## config.mk

```make
export PLATFORM = sky130hd
export DESIGN_NAME = snn_delay_layer_tm
export DESIGN_NICKNAME = d
export VERILOG_FILES = /design/src/rtl/snn_delay_layer_tm.sv
export SDC_FILE = /design/constraint.sdc
export NUM_CORES = 1
export LEC_CHECK = 0
export ABC_CLOCK_PERIOD_IN_PS = 20600
export CORE_AREA = 5 5 334 336
export DETAILED_ROUTE_END_ITERATION = 10
export DIE_AREA = 0 0 339 341
export PLACE_DENSITY_LB_ADDON = 0.12
export SYNTH_ARGS = -nofsm -noshare
export SYNTH_HDL_FRONTEND = slang
export SYNTH_SLANG_ARGS = --single-unit
```

## constraint.sdc

```tcl
create_clock -name clk -period 20.6 [get_ports clk]
set_clock_uncertainty 0.2 [all_clocks]
set_input_delay 3.09 -clock clk [delete_from_list [all_inputs] [get_ports clk]]
set_output_delay 3.09 -clock clk [all_outputs]
set_load 0.02 [all_outputs]
```

## src/rtl/snn_delay_layer_tm.sv

```systemverilog
// Time-multiplexed LIF layer with per-synapse axonal delays: one shared update datapath scans N neurons per step.
// Optional per-neuron refractory counters are enabled by defining SNN_REFRACTORY_EN.
module snn_delay_layer_tm #(
    parameter int M     = 16,
    parameter int N     = 8,
    parameter int MEM_W = 6,
    parameter int DLY_W = 3
) (
    input  logic                       clk,
    input  logic                       reset,
    input  logic                       step,
    input  logic [M-1:0]               input_spikes,
    input  logic [N*M*2-1:0]           weights,
    input  logic [N*M*(DLY_W+1)-1:0]   delays,
    input  logic [MEM_W-1:0]           threshold,
    input  logic [MEM_W-1:0]           decay,
    input  logic [MEM_W-1:0]           refractory_period,
    output logic [N*MEM_W-1:0]         membrane_potential_out,
    output logic [N-1:0]               output_spikes,
    output logic                       busy,
    output logic                       done,
    output logic                       overrun
);

    localparam int D  = 2 ** DLY_W;
    localparam int SW = $clog2(M + 1) + 1;
    localparam int WW = MEM_W + SW + 2;
    localparam int IW = (N > 1) ? $clog2(N) : 1;

    localparam logic signed [SW-1:0] S_ONE = 1;
    localparam logic signed [WW-1:0] V_MAX = WW'((1 << MEM_W) - 1);

    typedef enum logic [1:0] {IDLE, SCAN, DONE} state_t;

    state_t              state_q, state_d;
    logic [IW-1:0]       idx_q, idx_d;
    logic                ovr_q, ovr_d;
    logic [N-1:0]        shadow_q, shadow_d;
    logic [N-1:0]        out_q;
    logic                accept;
    logic [D-1:0]        hist_q [M];
    logic [MEM_W-1:0]    mem_q  [N];

    logic signed [SW-1:0] sum;
    logic signed [WW-1:0] v_ext, dec_ext, sum_ext, v1, v2w;
    logic [MEM_W-1:0]     v2, v_new;
    logic                 fire, spk;

`ifdef SNN_REFRACTORY_EN
    logic [MEM_W-1:0]     refr_q [N];
    logic [MEM_W-1:0]     r_new;
`else
    logic                 unused_refr;
    assign unused_refr = ^refractory_period;
`endif

    function automatic logic [MEM_W-1:0] sat_mem(input logic signed [WW-1:0] x);
        if (x < 0)
            return '0;
        else if (x > V_MAX)
            return V_MAX[MEM_W-1:0];
        else
            return x[MEM_W-1:0];
    endfunction

    // Synaptic sum for the neuron under the scan index, using delayed history taps
    always_comb begin
        sum = '0;
        for (int m = 0; m < M; m++) begin
            int               s;
            logic [1:0]       w;
            logic [DLY_W:0]   dl;
            logic             sp;
            s  = int'(idx_q) * M + m;
            w  = weights[s*2 +: 2];
            dl = delays[s*(DLY_W+1) +: DLY_W+1];
            sp = dl[DLY_W] ? hist_q[m][dl[DLY_W-1:0]] : hist_q[m][0];
            if (w[1] && sp)
                sum = w[0] ? (sum - S_ONE) : (sum + S_ONE);
        end
    end

    always_comb begin
        v_ext   = signed'(WW'(mem_q[idx_q]));
        dec_ext = signed'(WW'(decay));
        sum_ext = WW'(sum);
        v1      = v_ext - dec_ext;
        if (v1 < 0)
            v1 = '0;
        v2w  = v1 + sum_ext;
        v2   = sat_mem(v2w);
        fire = (v2 >= threshold);
    end

    always_comb begin
        v_new = v2;
        spk   = 1'b0;
`ifdef SNN_REFRACTORY_EN
        r_new = refr_q[idx_q];
        if (refr_q[idx_q] != '0) begin
            r_new = refr_q[idx_q] - 1'b1;
            v_new = '0;
        end else if (fire) begin
            spk   = 1'b1;
            v_new = '0;
            r_new = refractory_period;
        end
`else
        if (fire) begin
            spk   = 1'b1;
            v_new = '0;
        end
`endif
    end

    always_comb begin
        state_d  = state_q;
        idx_d    = idx_q;
        ovr_d    = ovr_q;
        accept   = 1'b0;
        shadow_d = shadow_q;
        case (state_q)
            IDLE: begin
                if (step) begin
                    accept  = 1'b1;
                    idx_d   = '0;
                    state_d = SCAN;
                end
            end
            SCAN: begin
                shadow_d[idx_q] = spk;
                if (step)
                    ovr_d = 1'b1;
                if (idx_q == IW'(N - 1))
                    state_d = DONE;
                else
                    idx_d = idx_q + 1'b1;
            end
            DONE: begin
                // Back-to-back steps skip IDLE to sustain one step per N+1 cycles
                if (step) begin
                    accept  = 1'b1;
                    idx_d   = '0;
                    state_d = SCAN;
                end else begin
                    state_d = IDLE;
                end
            end
            default: state_d = IDLE;
        endcase
    end

    always_ff @(posedge clk) begin
        if (!reset) begin
            state_q  <= IDLE;
            idx_q    <= '0;
            ovr_q    <= 1'b0;
            shadow_q <= '0;
            out_q    <= '0;
            for (int m = 0; m < M; m++)
                hist_q[m] <= '0;
            for (int n = 0; n < N; n++) begin
                mem_q[n] <= '0;
`ifdef SNN_REFRACTORY_EN
                refr_q[n] <= '0;
`endif
            end
        end else begin
            state_q  <= state_d;
            idx_q    <= idx_d;
            ovr_q    <= ovr_d;
            shadow_q <= shadow_d;
            if (accept) begin
                for (int m = 0; m < M; m++)
                    hist_q[m] <= {hist_q[m][D-2:0], input_spikes[m]};
            end
            if (state_q == SCAN) begin
                mem_q[idx_q] <= v_new;
`ifdef SNN_REFRACTORY_EN
                refr_q[idx_q] <= r_new;
`endif
            end
            // Spike vector is published only when the last neuron has been written
            if (state_q == SCAN && state_d == DONE)
                out_q <= shadow_d;
        end
    end

    always_comb begin
        membrane_potential_out = '0;
        for (int n = 0; n < N; n++)
            membrane_potential_out[n*MEM_W +: MEM_W] = mem_q[n];
    end

    assign output_spikes = out_q;
    assign busy          = (state_q == SCAN);
    assign done          = (state_q == DONE);
    assign overrun       = ovr_q;

endmodule
```

Word-level counts from Yosys, hierarchy flattened
Memories as Yosys holds them, arrays and structs flattened. A register that Yosys moved wholly into a read port is not among the register bits.
Cells that the tools add are included.
- magnitude comparators: 22
- equal/unequal tests: 6
- shift-type cells: 32
- muxes and demuxes: 126
- $add $sub $neg: 48
- reduce and logical (&&, ||, !) cells: 24
- bitwise logic cells: 16
- operators with widths (operator ; number):
    $shiftx A512 B11 Y4 ; 15
    $shiftx A256 B10 Y2 ; 15
    $shiftx A512 B10 Y4 ; 1
    $shiftx A256 B9 Y2 ; 1
    $mux W6 ; 36
    $mux W8 ; 17
    $add A6 B2 Y6 const B ; 15
    $sub A6 B2 Y6 const B ; 15
    $lt A3 B4 Y1 const B ; 17
    $add A7 B4 Y8 const B ; 8
    $bmux W1 S3 ; 16
    $mux W1 ; 45
    $add A7 B3 Y8 const B ; 4
    $logic_and A1 B1 Y1 ; 18
    $add A7 B2 Y8 const B ; 2
    $or A1 B1 Y1 ; 16
    $mux W3 ; 5
    $add A14 B6 Y14 ; 1
    $gt A14 B7 Y1 const B ; 1
    $lt A14 B1 Y1 const B ; 1
    $mux W14 ; 1
    $add A7 B1 Y8 const B ; 1
    $bwmux W8 ; 1
    $lt A7 B1 Y1 const B ; 1
    19 further kinds ; 21
- register bits: 22
- output and inout bits: 59
- RAM bits: 176
- logic and storage cells: 281
- memories kept: 2
- input bits: 805
- memory list (name ; depth ; width ; rd ports ; clocked after memory_dff ; write ports ; line ; source):
    hist_q ; 16 ; 8 ; 16 ; 0 ; 16 ; 41 ; logic [D-1:0] hist_q [M];
    mem_q ; 8 ; 6 ; 9 ; 1 ; 8 ; 42 ; logic [MEM_W-1:0] mem_q [N];

Depth between registers and ports, before layout
- depth after elaboration: 59
- gate-level depth with buffers: 112
- mapped depth without buffers: 106

Least setup slack after synthesis
Ideal clock, no wire load.
- kind: input port to flip-flop
- from: input delays[195]
- to: memory mem_q[0][0] (data pin)
- library setup time: 0.150 ns
- slack: -1.286 ns
- path buffers: 2
- stages on the path: 103
- arrival: 21.536 ns
- required time: 20.250 ns
- cells stage by stage: mux4_2 mux2_2 nor2_1 a2111oi_2 inv_2 a311o_1 fa_1 inv_1 mux2i_1 inv_1 fa_1 fa_1 a21oi_1 ha_1 and4_1 o31a_1 o31ai_1 ha_1 [... 67 more ...] ha_1 nor2b_1 nor2_1 xnor3_1 buf_4 a21bo_1 ha_1 nand2b_1 a21o_1 a21oi_1 nor2b_1 o21ai_0 nand2b_1 a21oi_1 and3_1 buf_1 nand3_1 a21oi_1
- RTL lines (item ; line ; source):
    from (decl) ; 14 ; input logic [N*M*(DLY_W+1)-1:0] delays,
    to (decl) ; 42 ;

==> impl_metrics.csv <==
group,metric,value,unit
pwr,ir_drop,0.5941,mV
pwr,p_int,3.463,mW
synth,synth_edf_count,176,
synth,synth_cell_types,99,
critical_path,r2r-end,"mem_q[2][1]",
pwr,switching_power,3.165,mW
floorplan,dieHeight,341,um
critical_path,reg2regPathDepth,102,
final_layout,nFillCells,11241,
outcome,outcome,"finished with violations",
critical_path,worstPathMaxFanout,6,
critical_path,worstPathRequired,20.81,ns
detailed_routing,detail-route-antenna-nets,0,
sta,fin_crit_sh,102.0,%
worst_hold_path,hold_depth,2,
grt,grt-ovfl-total,0,
cts,numCtsBuffers,25,
detailed_routing,routedWlPerCell,29.08,um
worst_hold_path,whs_endpoint,"shadow_q[4]",
pwr,clockPowerShare,7.3,%
sta,hold_viol,0,
critical_path,cp-end-kind,"register",
cts,path_clk_slew,0.06,ns
sta,worstMarginPinSlew,1.224,ns
synth,async_flop_share,0,%
synth,synth_fp_nets,2922,
detailed_routing,vias_per_cell,4.742,
sta,fin_crit,21.01,ns
critical_path,path_buf_inv,9,
sta,clock.fmax,47.59,MHz
pwr,p_leak,12.78,nW
critical_path,max_stage_delay,0.59,ns
placed_design,place_area,31560,um2
synth,syn_avg_cell_area,9.711,um2
critical_path,critPathSlowestCell,"fa_2",
sta,layout_setup_ws,-0.4149,ns
cts,cts_tree,"done",
detailed_routing,dr_total_vias,21409,
grt,grt_max_degree,70,
cts,root_buffer,"clkbuf_16",
worst_hold_path,hold_path_class,"reg2reg",
cts,cts.htree.levels,1,
pwr,pwr_density_cell,198.2,nW/um2
sta,final-max-slew-violation-count,0,
synth,synthFlopType,"edfxtp_1",
grt,grt_antenna_before_repair,34,
pwr,combPwrFrac,84.9,%
final_layout,register_area,5797,um2
floorplan,core,108200,um2
grt,grt_pass1_wl,178200,um
placed_design,gp_congestion,0.9494,
synth,synthesis.instances,2021,
critical_path,crit_family,"adder cells",
synth,synth_warnings,0,
pwr,sw_frac_of_total,47.75,%
detailed_routing,wirelength,131300,um
placed_design,io_buffers,857,
synth,ys_seq_area_share,29.48,%
critical_path,r2r_slack,1.04,ns
final_layout,post-route-util,30.89,%
sta,setup_viol,64,
placed_design,place_hpwl,109600,um
floorplan,rows,121,
sta,hold_ws,0.2817,ns
final_layout,postLayoutCellArea,33430,um2
detailed_routing,drc,0,
cts,clock_latency,0.56,ns
pwr,p_total,6.627,mW
outcome,violations,"setup timing",
final_layout,area_growth,70.36,%
detailed_routing,dr.pass1.iters,5,
final_layout,fin_nets,3975,
floorplan,num_io_pins,864,
critical_path,crit_start,"delays[451]",
placed_design,dp_slack,-1.835,ns
critical_path,critPathArrivalTime,21.22,ns
grt,grt.total_usage,21.56,%
critical_path,path_common_cell,"ha_4",
pwr,seq_power_share,7.8,%
synth,ys_seq_elements,201,
floorplan,die_x,339,um
placed_design,dpl.cell_count,4418,
critical_path,r2r-start,"idx_q[2]",
final_layout,layout-drive-gt1-share,24.12,%
final_layout,instances_no_fill,4515,
cts,cts.sinks,201,
critical_path,startpoint_type,"primary input",
critical_path,critPathKind,"in2reg",
worst_hold_path,min_from,"shadow_q[4]",
cts,clockBufferDepth,3,
floorplan,die-area,115600,um2
run,maxCapViolations,0,
floorplan,start_util,18.13,%
sta,totalNegativeSetupSlack,-21.71,ns
sta,slew-limit-headroom,17.79,%
final_layout,multi_input_area,13770,um2
sta,rsz0062_at_grt,"yes",
cts,hold_buffers,0,
grt,grt_pass1_vias,22765,
synth,netlist_area,19630,um2
detailed_routing,first_iter_violations,1283,
## cells by family after synthesis
logic type / count (synthesis) / synth area share (%)
mux: 273 / 18.21
flops: 201 / 29.48
compound gates: 604 / 21.26
buf+inv: 228 / 5.636
fa+ha+maj: 96 / 6.886
simple gates: 545 / 14.47
xor+xnor: 74 / 4.055
## state kept, by name, indices dropped and copies added (netlist names), named ones only
signal         cells
shadow_q           8
hist_q           128
output_spikes      8
idx_q              3
overrun            1
mem_q             48
state_q            2
## how the worst max path moves through the flow
stage | depth (start not counted) | to | slack [ns]
after CTS | 102 | mem_q[1][2] | -0.79
final | 99 | mem_q[2][1] | -0.41
after global placement | 105 | mem_q[3][5] | -1.73
after global routing | 103 | mem_q[7][0] | -1.22
after floorplan | 103 | mem_q[0][0] | -0.01
after detailed placement | 105 | mem_q[1][2] | -1.83
## cell usage in the layout (no fill, tap or decap), drive strengths merged, types with 33 or more instances in the layout
cell           synthesis  layout
a21oi                137     137
a22oi                 33      33
and2                 135     135
buf                   69     299
clkbuf                59      51
clkdlybuf4s50          0     810
edfxtp               176     176
ha                    76      76
inv                   98      99
mux2                 101     101
mux2i                118     118
mux4                  54      54
nand2                103     103
nand3                 62      62
nor2                 122     122
o21ai                 50      50
o221ai                60      60
o22ai                136     136
xnor2                 48      48
## metal layers
layer	vias up	routed length (um)	track usage, %
met3	122	9281	4.954
li1	9893	-	-
met5	-	123	0
met2	803	64040	37.96
met1	10569	55350	27.24
met4	22	2496	3.881
## area by class of cell
class                   instances  area share [%]
multi-input cells            1592           41.20
repair buffers               1154           32.34
well taps                    1414           5.292
inverters                     100           1.123
flip-flops and latches        201           17.34
clock inverters                17          0.7335
clock buffers                  29           1.916
diodes                          8         0.05988
## cells in the mapped netlist (32+ instances only)
cell type | n | area (um2)
edfxtp_1 | 176 | 5285
o22ai_1 | 136 | 850.8
a21oi_1 | 135 | 675.7
and2_1 | 135 | 844.6
nor2_1 | 121 | 454.2
mux2i_1 | 113 | 1131
nand2_1 | 103 | 386.6
mux2_2 | 95 | 1070
inv_1 | 93 | 349.1
ha_1 | 76 | 950.9
clkbuf_1 | 59 | 221.5
o221ai_1 | 59 | 516.8
nand3_1 | 58 | 290.3
mux4_2 | 54 | 1216
o21ai_0 | 47 | 235.2
xnor2_1 | 46 | 402.9
a21o_1 | 32 | 240.2
## power groups by stage
stage / Clock, mW / Combinational [mW] / Sequential, mW
5_1_grt: 0.517 / 6.08 / 0.519
3_3_place_gp: 0 / 4.70 / 0.523
3_5_place_dp: 0 / 4.77 / 0.524
2_1_floorplan: 0 / 3.00 / 0.522
4_1_cts: 0.502 / 5.14 / 0.516
6_report: 0.486 / 5.63 / 0.515
## what timing repair did
action | in CTS | in global routing
resized for setup | 49 | 170
buffers inserted | 24 | 21
endpoints found under the setup margin | 64 | 64
pin swaps | 29 | 64
## worst register-to-register path, delay by kind of cell (launching register included)
kind / cells / cell delay [ns]
buffers and inverters: 9 / 0.98
AO/OA/AOI/OAI: 29 / 5.13
AND/OR/NAND/NOR: 37 / 5.03
flip-flops: 1 / 0.81
adder cells (fa/ha/maj): 17 / 5.44
multiplexers: 3 / 0.71
XOR/XNOR: 7 / 1.13
No activity file was read; power rests on OpenSTA's default activity.
